===== src/rtl/can_frame_tx.sv =====
// CAN 2.0B frame transmitter: serialises standard/extended data or remote
// frames onto the bit-timing layer with CRC-15, bit stuffing, arbitration,
// ACK checking and bounded automatic retransmission.
module can_frame_tx #(
  parameter int MAX_RETRY     = 3,
  parameter int BUS_IDLE_BITS = 11
) (
  input  logic        clk,
  input  logic        rst,
  input  logic        bit_req,
  input  logic        bit_rx,
  output logic        bit_tx,
  input  logic        tx_valid,
  output logic        tx_ready,
  input  logic [28:0] tx_id,
  input  logic        tx_ide,
  input  logic        tx_rtr,
  input  logic [3:0]  tx_len,
  input  logic [63:0] tx_data,
  output logic        tx_done,
  output logic        tx_acked,
  output logic        arb_lost,
  output logic        tx_err
);

  localparam int RW = $clog2(MAX_RETRY + 2);
  localparam int IW = $clog2(BUS_IDLE_BITS + 1);

  typedef enum logic [3:0] {
    S_IDLE, S_WAIT_IDLE, S_SOF, S_ARB, S_CTRL, S_DATA, S_CRC,
    S_CRC_DEL, S_ACK_SLOT, S_ACK_DEL, S_EOF, S_IFS
  } state_t;

  state_t        state, state_nxt;
  logic [28:0]   req_id, req_id_nxt;
  logic          req_ide, req_ide_nxt;
  logic          req_rtr, req_rtr_nxt;
  logic [3:0]    req_len, req_len_nxt;
  logic [63:0]   req_data, req_data_nxt;
  logic [RW-1:0] retry, retry_nxt;
  logic [IW-1:0] idle_cnt, idle_cnt_nxt;
  logic [6:0]    idx, idx_nxt;
  logic [14:0]   crc, crc_nxt;
  logic [3:0]    crc_cnt, crc_cnt_nxt;
  logic          run_bit, run_bit_nxt;
  logic [2:0]    run_len, run_len_nxt;
  logic [2:0]    cnt, cnt_nxt;
  logic          failed, failed_nxt;
  logic          bit_tx_nxt, tx_done_nxt, tx_acked_nxt, arb_lost_nxt, tx_err_nxt;

  logic [101:0]  frame_bits;
  logic [3:0]    n_bytes;
  logic [6:0]    arb_len, payload_len;
  logic          pay_bit, next_bit;
  logic [14:0]   crc_step;

  // Everything after SOF up to the last data bit, left aligned, MSB first.
  // Payload bits are indexed by idx rather than shifted out so a retry
  // simply restarts idx at zero.
  always_comb begin
    if (req_ide)
      frame_bits = {req_id[28:18], 1'b1, 1'b1, req_id[17:0], req_rtr,
                    1'b0, 1'b0, req_len, req_data};
    else
      frame_bits = {req_id[10:0], req_rtr, 1'b0, 1'b0, req_len, req_data, 20'b0};
    n_bytes     = req_rtr ? 4'd0 : ((req_len > 4'd8) ? 4'd8 : req_len);
    arb_len     = req_ide ? 7'd32 : 7'd12;
    payload_len = arb_len + 7'd6 + {n_bytes, 3'b000};
    pay_bit     = frame_bits[7'd101 - idx];
    crc_step    = {crc[13:0], 1'b0} ^ ((crc[14] ^ pay_bit) ? 15'h4599 : 15'h0000);
  end

  assign tx_ready = (state == S_IDLE);

  // Next-state and next-output decode; all frame progress gated by bit_req.
  always_comb begin
    state_nxt    = state;
    req_id_nxt   = req_id;
    req_ide_nxt  = req_ide;
    req_rtr_nxt  = req_rtr;
    req_len_nxt  = req_len;
    req_data_nxt = req_data;
    retry_nxt    = retry;
    idle_cnt_nxt = idle_cnt;
    idx_nxt      = idx;
    crc_nxt      = crc;
    crc_cnt_nxt  = crc_cnt;
    run_bit_nxt  = run_bit;
    run_len_nxt  = run_len;
    cnt_nxt      = cnt;
    failed_nxt   = failed;
    bit_tx_nxt   = bit_tx;
    tx_acked_nxt = tx_acked;
    tx_done_nxt  = 1'b0;
    arb_lost_nxt = 1'b0;
    tx_err_nxt   = 1'b0;
    next_bit     = 1'b1;
    case (state)
      S_IDLE: begin
        bit_tx_nxt = 1'b1;
        if (tx_valid) begin
          req_id_nxt   = tx_id;
          req_ide_nxt  = tx_ide;
          req_rtr_nxt  = tx_rtr;
          req_len_nxt  = tx_len;
          req_data_nxt = tx_data;
          retry_nxt    = '0;
          idle_cnt_nxt = '0;
          state_nxt    = S_WAIT_IDLE;
        end
      end
      S_WAIT_IDLE: begin
        bit_tx_nxt = 1'b1;
        if (bit_req) begin
          if (!bit_rx) begin
            idle_cnt_nxt = '0;
          end else if (idle_cnt == IW'(BUS_IDLE_BITS - 1)) begin
            // SOF is dominant; CRC of a single 0 from zero stays zero.
            bit_tx_nxt  = 1'b0;
            state_nxt   = S_SOF;
            idx_nxt     = '0;
            crc_nxt     = '0;
            crc_cnt_nxt = '0;
            run_bit_nxt = 1'b0;
            run_len_nxt = 3'd1;
            failed_nxt  = 1'b0;
          end else begin
            idle_cnt_nxt = idle_cnt + IW'(1);
          end
        end
      end
      S_SOF, S_ARB, S_CTRL, S_DATA, S_CRC: begin
        if (bit_req) begin
          if (bit_rx != bit_tx) begin
            bit_tx_nxt = 1'b1;
            if (state == S_ARB && bit_tx) begin
              arb_lost_nxt = 1'b1;
              idle_cnt_nxt = '0;
              state_nxt    = S_WAIT_IDLE;
            end else begin
              tx_err_nxt = 1'b1;
              failed_nxt = 1'b1;
              cnt_nxt    = '0;
              state_nxt  = S_IFS;
            end
          end else if (run_len == 3'd5) begin
            // Stuff bit stays in the current field so arbitration still
            // covers stuff bits inside the arbitration field.
            bit_tx_nxt  = ~run_bit;
            run_bit_nxt = ~run_bit;
            run_len_nxt = 3'd1;
          end else begin
            if (idx != payload_len) begin
              next_bit = pay_bit;
              idx_nxt  = idx + 7'd1;
              crc_nxt  = crc_step;
              if (idx < arb_len)
                state_nxt = S_ARB;
              else if (idx < arb_len + 7'd6)
                state_nxt = S_CTRL;
              else
                state_nxt = S_DATA;
            end else if (crc_cnt != 4'd15) begin
              next_bit    = crc[14];
              crc_nxt     = {crc[13:0], 1'b0};
              crc_cnt_nxt = crc_cnt + 4'd1;
              state_nxt   = S_CRC;
            end else begin
              next_bit  = 1'b1;
              state_nxt = S_CRC_DEL;
            end
            bit_tx_nxt = next_bit;
            if (next_bit == run_bit) begin
              run_len_nxt = run_len + 3'd1;
            end else begin
              run_bit_nxt = next_bit;
              run_len_nxt = 3'd1;
            end
          end
        end
      end
      S_CRC_DEL, S_ACK_DEL: begin
        if (bit_req) begin
          bit_tx_nxt = 1'b1;
          cnt_nxt    = '0;
          if (bit_rx != bit_tx) begin
            tx_err_nxt = 1'b1;
            failed_nxt = 1'b1;
            state_nxt  = S_IFS;
          end else begin
            state_nxt = (state == S_CRC_DEL) ? S_ACK_SLOT : S_EOF;
          end
        end
      end
      S_ACK_SLOT: begin
        if (bit_req) begin
          bit_tx_nxt = 1'b1;
          state_nxt  = S_ACK_DEL;
          if (bit_rx) begin
            tx_err_nxt = 1'b1;
            failed_nxt = 1'b1;
          end
        end
      end
      S_EOF: begin
        if (bit_req) begin
          if (cnt == 3'd6) begin
            cnt_nxt   = '0;
            state_nxt = S_IFS;
          end else begin
            cnt_nxt = cnt + 3'd1;
          end
        end
      end
      S_IFS: begin
        if (bit_req) begin
          if (cnt == 3'd2) begin
            if (failed && retry < RW'(MAX_RETRY)) begin
              retry_nxt    = retry + RW'(1);
              idle_cnt_nxt = '0;
              state_nxt    = S_WAIT_IDLE;
            end else begin
              tx_done_nxt  = 1'b1;
              tx_acked_nxt = ~failed;
              state_nxt    = S_IDLE;
            end
          end else begin
            cnt_nxt = cnt + 3'd1;
          end
        end
      end
      default: begin
        bit_tx_nxt = 1'b1;
        state_nxt  = S_IDLE;
      end
    endcase
  end

  // State and datapath registers; reset aborts any frame immediately.
  always_ff @(posedge clk or posedge rst) begin
    if (rst) begin
      state    <= S_IDLE;
      req_id   <= '0;
      req_ide  <= 1'b0;
      req_rtr  <= 1'b0;
      req_len  <= '0;
      req_data <= '0;
      retry    <= '0;
      idle_cnt <= '0;
      idx      <= '0;
      crc      <= '0;
      crc_cnt  <= '0;
      run_bit  <= 1'b0;
      run_len  <= '0;
      cnt      <= '0;
      failed   <= 1'b0;
      bit_tx   <= 1'b1;
      tx_done  <= 1'b0;
      tx_acked <= 1'b0;
      arb_lost <= 1'b0;
      tx_err   <= 1'b0;
    end else begin
      state    <= state_nxt;
      req_id   <= req_id_nxt;
      req_ide  <= req_ide_nxt;
      req_rtr  <= req_rtr_nxt;
      req_len  <= req_len_nxt;
      req_data <= req_data_nxt;
      retry    <= retry_nxt;
      idle_cnt <= idle_cnt_nxt;
      idx      <= idx_nxt;
      crc      <= crc_nxt;
      crc_cnt  <= crc_cnt_nxt;
      run_bit  <= run_bit_nxt;
      run_len  <= run_len_nxt;
      cnt      <= cnt_nxt;
      failed   <= failed_nxt;
      bit_tx   <= bit_tx_nxt;
      tx_done  <= tx_done_nxt;
      tx_acked <= tx_acked_nxt;
      arb_lost <= arb_lost_nxt;
      tx_err   <= tx_err_nxt;
    end
  end

endmodule


===== config.mk =====
export PLATFORM = sky130hd
export DESIGN_NAME = can_frame_tx
export DESIGN_NICKNAME = d
export VERILOG_FILES = /design/src/rtl/can_frame_tx.sv
export SDC_FILE = /design/constraint.sdc
export NUM_CORES = 1
export LEC_CHECK = 0
export CAP_MARGIN = 20
export CORE_MARGIN = 2
export CORE_UTILIZATION = 54
export DETAILED_ROUTE_END_ITERATION = 12
export PLACE_DENSITY = 0.78
export SLEW_MARGIN = 5
export SYNTH_ARGS = -nofsm -noshare
export SYNTH_HDL_FRONTEND = slang
export SYNTH_SLANG_ARGS = --single-unit

===== constraint.sdc =====
create_clock -name clk -period 8.25 [get_ports clk]
set_input_delay 1.2375 -clock clk [delete_from_list [all_inputs] [get_ports clk]]
set_output_delay 1.2375 -clock clk [all_outputs]
set_load 0.01 [all_outputs]

# Word-level counts from Yosys, hierarchy flattened
# Index checks and enable logic that the tools add are counted.
[totals]
regBits = 149
elab_cells = 246
[classes]
addsub = 9
magnitude_cmp = 5
n_eq_ne = 47
mux = 134
bitwise_logic = 6
reduce_logical = 25
[op_table]
columns = ["cell", "n"]
rows = [
  ["$mux W4", 35],
  ["$mux W15", 9],
  ["$mux W102", 1],
  ["$mux W3", 20],
  ["$mux W7", 7],
  ["$mux W1", 46],
  ["$ne A2 B2 Y1 const B", 23],
  ["$pmux W15 S2", 1],
  ["$pmux W4 S7", 1],
  ["$reduce_and A8 Y1", 3],
  ["$eq A4 B4 Y1 const B", 5],
  ["$eq A4 B3 Y1 const B", 4],
  ["$pmux W4 S4", 1],
  ["$xor A15 B15 Y15", 1],
  ["$pmux W7 S2", 1],
  ["$ne A3 B3 Y1 const B", 4],
  ["$pmux W3 S2", 2],
  ["$pmux W3 S4", 1],
  ["$reduce_and A12 Y1", 1],
  ["$reduce_bool A4 Y1", 3],
  ["$reduce_and A11 Y1", 1],
  ["$reduce_and A10 Y1", 1],
  ["$add A3 B1 Y3 const B", 3],
  ["$reduce_and A9 Y1", 1],
  ["40 further kinds", 51],
]

# Depth between registers and ports, before layout
# Gate-level depths: netlist of run 1.
[depth]
depth_word = 16
mapped_depth = 16

# Least setup slack after synthesis of run 1
# Ideal clock, no wire load.
[synth_path]
path_type = "flip-flop to flip-flop"
start = "register req_ide"
end = "register crc_cnt[3]"
setup_ps = 78
arrival_time_ps = 3298
slack_ps = 4874
stages_incl_launch_ff = 15
n_path_buf = 3
cell_sequence = "dfrtp_1 -> buf_6 -> buf_12 -> buf_4 -> inv_1 -> ha_1 -> inv_1 -> fa_1 -> xnor2_1 -> nor4b_1 -> nand2_1 -> o21ai_0 -> nand2_1 -> or3_1 -> a21oi_1"
[synth_between]
elab_chain_len = 6
[synth_rtl]
columns = ["item", "line_no", "source"]
rows = [
  ["start: declaration", "36", "logic req_ide, req_ide_nxt;"],
  ["start signal: assignment", "265", "req_ide <= req_ide_nxt;"],
  ["$mux W6", "67", "arb_len = req_ide ? 7'd32 : 7'd12;"],
  ["$add A6 B3 Y7", "68", "payload_len = arb_len + 7'd6 + {n_bytes, 3'b000};"],
  ["$add A7 B7 Y7", "68", ""],
  ["$ne A7 B7 Y1", "153", "if (idx != payload_len) begin"],
  ["$ne A2 B2 Y1 (no line)", "n/a", ""],
  ["$reduce_and A9 Y1 (no line)", "n/a", ""],
  ["end signal: assignment", "273", "crc_cnt <= crc_cnt_nxt;"],
  ["end: declaration", "44", "logic [3:0] crc_cnt, crc_cnt_nxt;"],
]
# Every way passes these cells.
# A chain may end at the register's enable or synchronous reset.

# Worst setup path after layout of run 1
[layout_path]
start = "register idx[1]"
end = "register run_len[1]"
[layout_between]
elab_chain_len = 14
elab_cells_between_ends = 15
classes_between = "add/sub (1); eq/ne (2); mux (12)"
[layout_rtl]
columns = ["item", "line_no", "source"]
rows = [
  ["start: declaration", "42", "logic [6:0] idx, idx_nxt;"],
  ["start signal: assignment", "271", "idx <= idx_nxt;"],
  ["$sub A7 B7 Y7", "69", "pay_bit = frame_bits[7'd101 - idx];"],
  ["$bmux W1 S7", "69", ""],
  ["$mux W1 (implied by the code)", "69", ""],
  ["$mux W1 *", "153", ""],
  ["$mux W1 *", "146", "end else if (run_len == 3'd5) begin"],
  ["$mux W1 *", "134", "if (bit_rx != bit_tx) begin"],
  ["$mux W1 *", "133", "if (bit_req) begin"],
  ["$mux W1 *", "98", "case (state)"],
  ["$eq A1 B1 Y1 *", "173", "if (next_bit == run_bit) begin"],
  ["$mux W3 *", "173", ""],
  ["$mux W3 *", "146", ""],
  ["$mux W3 *", "134", ""],
  ["$mux W3 *", "133", ""],
  ["$pmux W3 S2 *", "98", ""],
  ["end signal: assignment", "275", "run_len <= run_len_nxt;"],
  ["end: declaration", "46", "logic [2:0] run_len, run_len_nxt;"],
]
# Every way passes the cells marked *; elsewhere a longest branch is shown, timed or not. The select of a mux whose other input is x is not followed.

==> results_dict.tcl, run 1 <==
set metrics [dict create \
    synth_edf_count 0 \
    final_cell_mix "146 x dfrtp_1, 109 x clkdlybuf4s50_1, 108 x mux2_2" \
    grtUsageTotal_pct 25.8 \
    slew_viol_final 0 \
    fp-row-count 46 \
    min_path_type "reg2reg" \
    synth_area_sq_um 8600 \
    crit_family "compound AO/OA/AOI/OAI gates" \
    place_congestion 0.883 \
    n_antenna_cell 0 \
    clock_sinks 149 \
    timing_worst_setup_path_type "reg2reg" \
    setup_viol 0 \
    hold-worst-slack_ns 0.477 \
    dieArea_sq_um 17000 \
    htreeDepth 4 \
    ant_nets 0 \
    cts_tree "yes" \
    fin_crit_ns 4.40 \
    path_buf_inv 2 \
    cts-root-buf "clkbuf_16" \
    max_cap_viol_count 0 \
    critPathMaxStageDelay_ns 0.97 \
    worst_path_max_delay_cell "dfrtp_2" \
    final.setup.tns_ns 0 \
    wl_um 20300 \
    initial_core_util_pct 54.8 \
    timing.reg2reg.setup_slack_ns 3.85 \
    hold_buffers 0 \
    p_switching_w 0.00157 \
    seqPwrFrac_pct 34.6 \
    path_cells "ha_1 -> inv_1 -> mux4_2 -> inv_1 -> a21bo_2 -> o31ai_1 -> a31oi_1 -> nor3_1 -> nor2_1 -> o41ai_2" \
    slew_headroom_pct 28.9 \
    required_ns 8.57 \
    yosysSeqAreaShare_pct 43.3 \
    fillers 1148 \
    layout-drive-gt1-share_pct 23.5 \
    end_kind "flop" \
    power_density_nw_per_um2 395 \
    clock_latency_ns 0.43 \
    core_area_sq_um 15700 \
    yosys_register_bits 149 \
    place_hpwl_um 14400 \
    ys_types 71 \
    syn_inst 732 \
    ys_async_sr_fraction_pct 100 \
    period_share_pct 53.3 \
    p_int_w 0.00252 \
    overflow 0 \
    die_h_um 130 \
    skew_ns 0.00670 \
    synth_nets 854 \
    ys_top_cells_by_area "dfrtp_1 43%, mux2_2 14%, mux4_2 8.4%" \
    status "complete, no violations" \
    synth_top_cell_by_area "dfrtp_1" \
    rsz0062_at_grt "false" \
    drt-initial-drc-count 452 \
    crit_path_max_fanout 39 \
    io_buffers 109 \
    power.share.clock_pct 19.2 \
    netSwitchingFraction_pct 38.5 \
    critPathLaunch "idx[1]" \
    worstSetupStartpointType "flop" \
    post_drt_via_cell_ratio 6.03 \
    syn_avg_cell_area_sq_um 11.8 \
    grt_pass1_vias 6501 \
    dp_slack_ns 3.87 \
    antenna_found_initial 0 \
    p_comb_share_pct 46.2 \
    tightest_slew_ns 1.06 \
    setup_slack_ns 3.85 \
    ys.flop_type "dfrtp_1" \
    drc_errors 0 \
    layout_commonest_cell "dfrtp_1" \
    cp_common_cell "inv_1" \
    dr.pass1.iters 5 \
    cts_buffer_depth 2 \
    min_from "crc[1]" \
    area_delta_synth_final_pct 20.2 \
    hold_viol_final 0 \
    routedWlPerCell_um 19.4 \
    ys_warn_count 0 \
    r2r-start "idx[1]" \
    vdd_ir_drop_max_mv 0.183 \
    die_width_um 130 \
    p_leak_nw 4.34 \
    grt_pass1_wl_um 33600 \
    cts_resized 0 \
    nets 938 \
    cts_made_buffers 17 \
    fmax_ghz 0.227 \
    synth.top_cell.area_share_pct 43.0 \
    num_io_pins 110 \
    worstPathArrival_ns 4.71 \
    post_cts_buffers 0 \
    grt_max_degree 105 \
    path_clk_slew_ns 0.06 \
    dr_total_vias 6306 \
]
==> logic make-up (layout without fill, tap and decap cells) <==
group | after synthesis | count (layout) | share of synthesized area, %
XOR/XNOR | 24 | 24 | 2.44
AND/OR/NAND/NOR | 172 | 172 | 9.66
multiplexers | 171 | 171 | 27.8
adder cells (fa/ha/maj) | 18 | 18 | 2.70
AO/OA/AOI/OAI | 125 | 125 | 9.96
buffers and inverters | 73 | 170 | 4.10
flip-flops | 149 | 149 | 43.3
==> sequential cells by signal, indices dropped and copies added, names as in the netlist <==
register and flops:
tx_err 1, tx_acked 1, retry 3, req_rtr 1, cnt 3, req_id 29
bit_tx 1, idle_cnt 4, tx_done 1, req_data 64, arb_lost 1, run_bit 1
crc 15, crc_cnt 4, run_len 3, req_len 4, failed 1, state 4
idx 7, req_ide 1
==> metal layers <==
metal / vias up / part of all wire, % / GRT usage [%]
met5: - / 0 / 0
met4: 0 / 2.4 / 9.42
met3: 38 / 4.9 / 4.02
met2: 237 / 52 / 45.0
met1: 3157 / 41 / 32.6
li1: 2874 / - / -
==> metrics by stage <==
| step | power, W | cell area [sq um] | instances | util, % |
|---|---|---|---|---|
| 2_1_floorplan | 0.00284 | 8600 | 732 | - |
| 3_3_place_gp | 0.00318 | 9750 | 1012 | 62.0 |
| 3_5_place_dp | 0.00328 | 9750 | 1012 | 62.0 |
| 4_1_cts | 0.00409 | 10300 | 1044 | 65.8 |
| 5_1_grt | 0.00435 | 10300 | 1045 | 65.8 |
| 6_report | 0.00409 | 10300 | 1045 | 65.8 |
==> cell usage after synthesis, types with 3 or more instances <==
cell      number
inv_1         23
buf_4          3
nor3_1        12
nand2_1       59
a211oi_1       3
ha_1          17
nor4_1         3
o22ai_1        4
and2_1         5
o211ai_1       5
and3_1         3
mux4_2        32
buf_2          8
o31ai_1       16
nand2b_1       3
a21o_1         5
nor2b_1        5
clkbuf_1      31
xor2_1         9
nand4_1        4
a221oi_1       3
or2_2          3
nor4b_1        3
xnor2_1       15
o21ai_0       30
nand3_1       22
dfrtp_1      148
mux2_2       108
a31oi_1        6
and3b_1        3
mux2i_1       21
nor2_1        36
nand3b_1       3
buf_6          4
a21oi_1       27
mux4_1         8
==> tightest hold or removal path: stages (launching register included) <==
cell and delay, ns:
dfrtp_1 0.35, nand2_1 0.05, nand2_1 0.05
==> power by group through the flow <==
stage	Combinational, W	Clock [W]	Sequential (W)
floorplan	0.00162	0	0.00122
global placement	0.00179	0	0.00140
detailed placement	0.00186	0	0.00142
CTS	0.00188	0.000795	0.00141
global route	0.00206	0.000825	0.00146
finish	0.00189	0.000784	0.00142
==> final timing paths <==
kind / to / cells after the start
worst max-delay path: run_len[1] / 10
worst min-delay path: crc[1] / 2
worst max register to register: run_len[1] / 10
worst min register to register: crc[1] / 2
max in group asynchronous: idx[1] / 3
min in group asynchronous: tx_done / 2
==> layout make-up <==
cell class / count / area [sq um] / share of cell area (%)
clock inverter: 13 / 158 / 1.52
sequential: 149 / 3730 / 36.1
clock buffer: 19 / 433 / 4.18
multi-input combinational: 510 / 4530 / 43.8
inverter: 24 / 95.1 / 0.919
tap: 216 / 270 / 2.61
timing repair buffer: 114 / 1130 / 10.9
Power figures use the tool's default switching activity.
==> inputs of run 2 (changes only) <==
--- a/config.mk
+++ b/config.mk
@@ -7,9 +7,9 @@
 export LEC_CHECK = 0
 export CAP_MARGIN = 20
 export CORE_MARGIN = 2
-export CORE_UTILIZATION = 54
+export CORE_UTILIZATION = 51
 export DETAILED_ROUTE_END_ITERATION = 12
-export PLACE_DENSITY = 0.78
+export PLACE_DENSITY = 0.77
 export SLEW_MARGIN = 5
 export SYNTH_ARGS = -nofsm -noshare
 export SYNTH_HDL_FRONTEND = slang
==> constraint.sdc (replaced) <==
create_clock -name clk -period 3.7 [get_ports clk]
set_input_delay 0.555 -clock clk [delete_from_list [all_inputs] [get_ports clk]]
set_output_delay 0.555 -clock clk [all_outputs]
set_load 0.01 [all_outputs]
==> run 2 against run 1 <==
Net effect:
- clock-buffer cell count is 2 higher
- worst setup slack worse by 3.5 ns
- combinational power is 130% higher
- largest cell class unchanged
- critical endpoint is now crc_cnt[3]
- wire length is 4.2% higher
==> results_dict.tcl, run 2 (synthesized netlist as in run 1, its figures left out) <==
set metrics [dict create \
    status "complete, no violations" \
    cts_made_buffers 17 \
    drc_errors 0 \
    post_cts_buffers 0 \
    num_io_pins 110 \
    vdd_ir_drop_max_mv 0.494 \
    seqPwrFrac_pct 33.8 \
    power_density_nw_per_um2 879 \
    die_h_um 134 \
    final.setup.tns_ns 0 \
    post_drt_via_cell_ratio 6.07 \
    rsz0062_at_grt "false" \
    cts_buffer_depth 2 \
    required_ns 4.05 \
    dr.pass1.iters 5 \
    max_cap_viol_count 0 \
    fp-row-count 47 \
    final_util_pct 63.6 \
    p_comb_share_pct 47.4 \
    slew_headroom_pct 47.9 \
    dieArea_sq_um 17900 \
    clock_sinks 149 \
    cts-root-buf "clkbuf_16" \
    p_int_w 0.00570 \
    p_leak_nw 4.44 \
    setup_viol 0 \
    cts_tree "yes" \
    dr_total_vias 6475 \
    crit_path_max_fanout 8 \
    worst_path_max_delay_cell "dfrtp_1" \
    path_clk_slew_ns 0.06 \
    place_congestion 0.889 \
    fin_crit_ns 3.37 \
    htreeDepth 4 \
    hold_viol_final 0 \
    dp_slack_ns 0.229 \
    routedWlPerCell_um 19.8 \
    p_switching_w 0.00354 \
    worstPathArrival_ns 3.71 \
    critPathMaxStageDelay_ns 0.44 \
    grtUsageTotal_pct 25.2 \
    end_kind "flop" \
    grt_pass1_vias 6772 \
    area_delta_synth_final_pct 22.2 \
    multiInputGateArea_sq_um 4530 \
    layout_commonest_cell "dfrtp_1" \
    largest_register_ffs 64 \
    period_share_pct 91.0 \
    grt_pass1_wl_um 35100 \
    largest_register "req_data" \
    initial_core_util_pct 52.1 \
    layout-drive-gt1-share_pct 25.3 \
    overflow 0 \
    core_area_sq_um 16500 \
    netSwitchingFraction_pct 38.3 \
    min_path_type "reg2reg" \
    seqCellArea_sq_um 3730 \
    place_hpwl_um 15600 \
    fillers 1281 \
    io_buffers 109 \
    slew_viol_final 0 \
    n_antenna_cell 0 \
    nets 956 \
    tightest_slew_ns 0.771 \
    fmax_ghz 0.297 \
    path_cells "nor2_1 -> and2_1 -> ha_1 -> inv_1 -> fa_1 -> xnor2_1 -> nor4b_1 -> nand2_1 -> o21ai_1 -> nand2_1 -> or3_1 -> a21oi_1" \
    ant_nets 0 \
    timing_worst_setup_path_type "reg2reg" \
    power.share.clock_pct 18.8 \
    cp_common_cell "nand2_1" \
    skew_ns 0.0145 \
    antenna_found_initial 0 \
    drt-initial-drc-count 535 \
    reg.largest.list "req_data x64, req_id x29, crc x15" \
    setup_slack_ns 0.334 \
    final_cell_mix "146 x dfrtp_1, 109 x clkdlybuf4s50_1, 108 x mux2_2" \
    worstSetupStartpointType "flop" \
    crit_family "simple AND/OR/NAND/NOR gates" \
    grt_max_degree 53 \
    die_width_um 134 \
    wl_um 21200 \
    p_total_w 0.00924 \
    clock_latency_ns 0.43 \
    path_buf_inv 1 \
]
[run 2: changes by cell type in the layout (fill, tap and decap cells not counted), sizes merged]
| cell | change |
|---|---|
| clkinv | -1 |
| buf | +18 |
| bufinv | -1 |
| clkbuf | +2 |
[run 2: final cells by class]
type | instances | area share [%]
clock inverter | 11 | 1.18
timing repair buffer | 132 | 12.3
clock buffer | 21 | 4.47
inverter | 24 | 0.893
sequential | 149 | 35.5
tap | 220 | 2.62
multi-input combinational | 510 | 43.1
[run 2: what timing repair did]
| item | in CTS | in global routing |
|---|---|---|
| endpoints found under the setup margin | 0 | 1 |
| hold buffers | 0 | 0 |
| resized for setup | 0 | 1 |
[run 2: worst min-delay path, stage by stage, from the launching register on]
cell and delay [ns]:
dfrtp_1 0.35, nand2_1 0.05, nand2_1 0.05
[run 2: worst paths after layout]
kind                             from            to  slack [ns]  cells past startpoint
setup reg to reg           req_len[3]    crc_cnt[3]        0.33                     12
min in group asynchronous         rst      retry[0]        0.61                      2
hold reg to reg                crc[5]        crc[5]        0.47                      2
setup / recovery           req_len[3]    crc_cnt[3]        0.33                     12
max in group asynchronous         rst  req_data[37]        2.21                      3
hold / removal                 crc[5]        crc[5]        0.47                      2
[run 2: metal layers]
layer / wire length [um] / vias to the layer above / global-route usage [%]
met5: 0 / - / 0
met4: 456 / 0 / 8.87
met3: 1290 / 42 / 6.24
met2: 10700 / 271 / 41.4
met1: 8730 / 3233 / 32.7
li1: - / 2929 / -
[run 2: per-stage QoR]
step | std cells | cell area (sq um) | hold WS [ns]
3_5_place_dp | 1035 | 9920 | 0.467
4_1_cts | 1067 | 10500 | 0.481
5_1_grt | 1067 | 10500 | 0.508
2_1_floorplan | 732 | 8610 | 0.438
3_3_place_gp | 1035 | 9920 | 0.452
6_report | 1067 | 10500 | 0.474
[run 2: power by group through the flow]
stage / logic [W] / clock network [W] / registers (W)
CTS: 0.00437 / 0.00177 / 0.00310
finish: 0.00438 / 0.00174 / 0.00312
global placement: 0.00418 / 0 / 0.00308
global route: 0.00478 / 0.00186 / 0.00321
detailed placement: 0.00433 / 0 / 0.00313
floorplan: 0.00361 / 0 / 0.00271
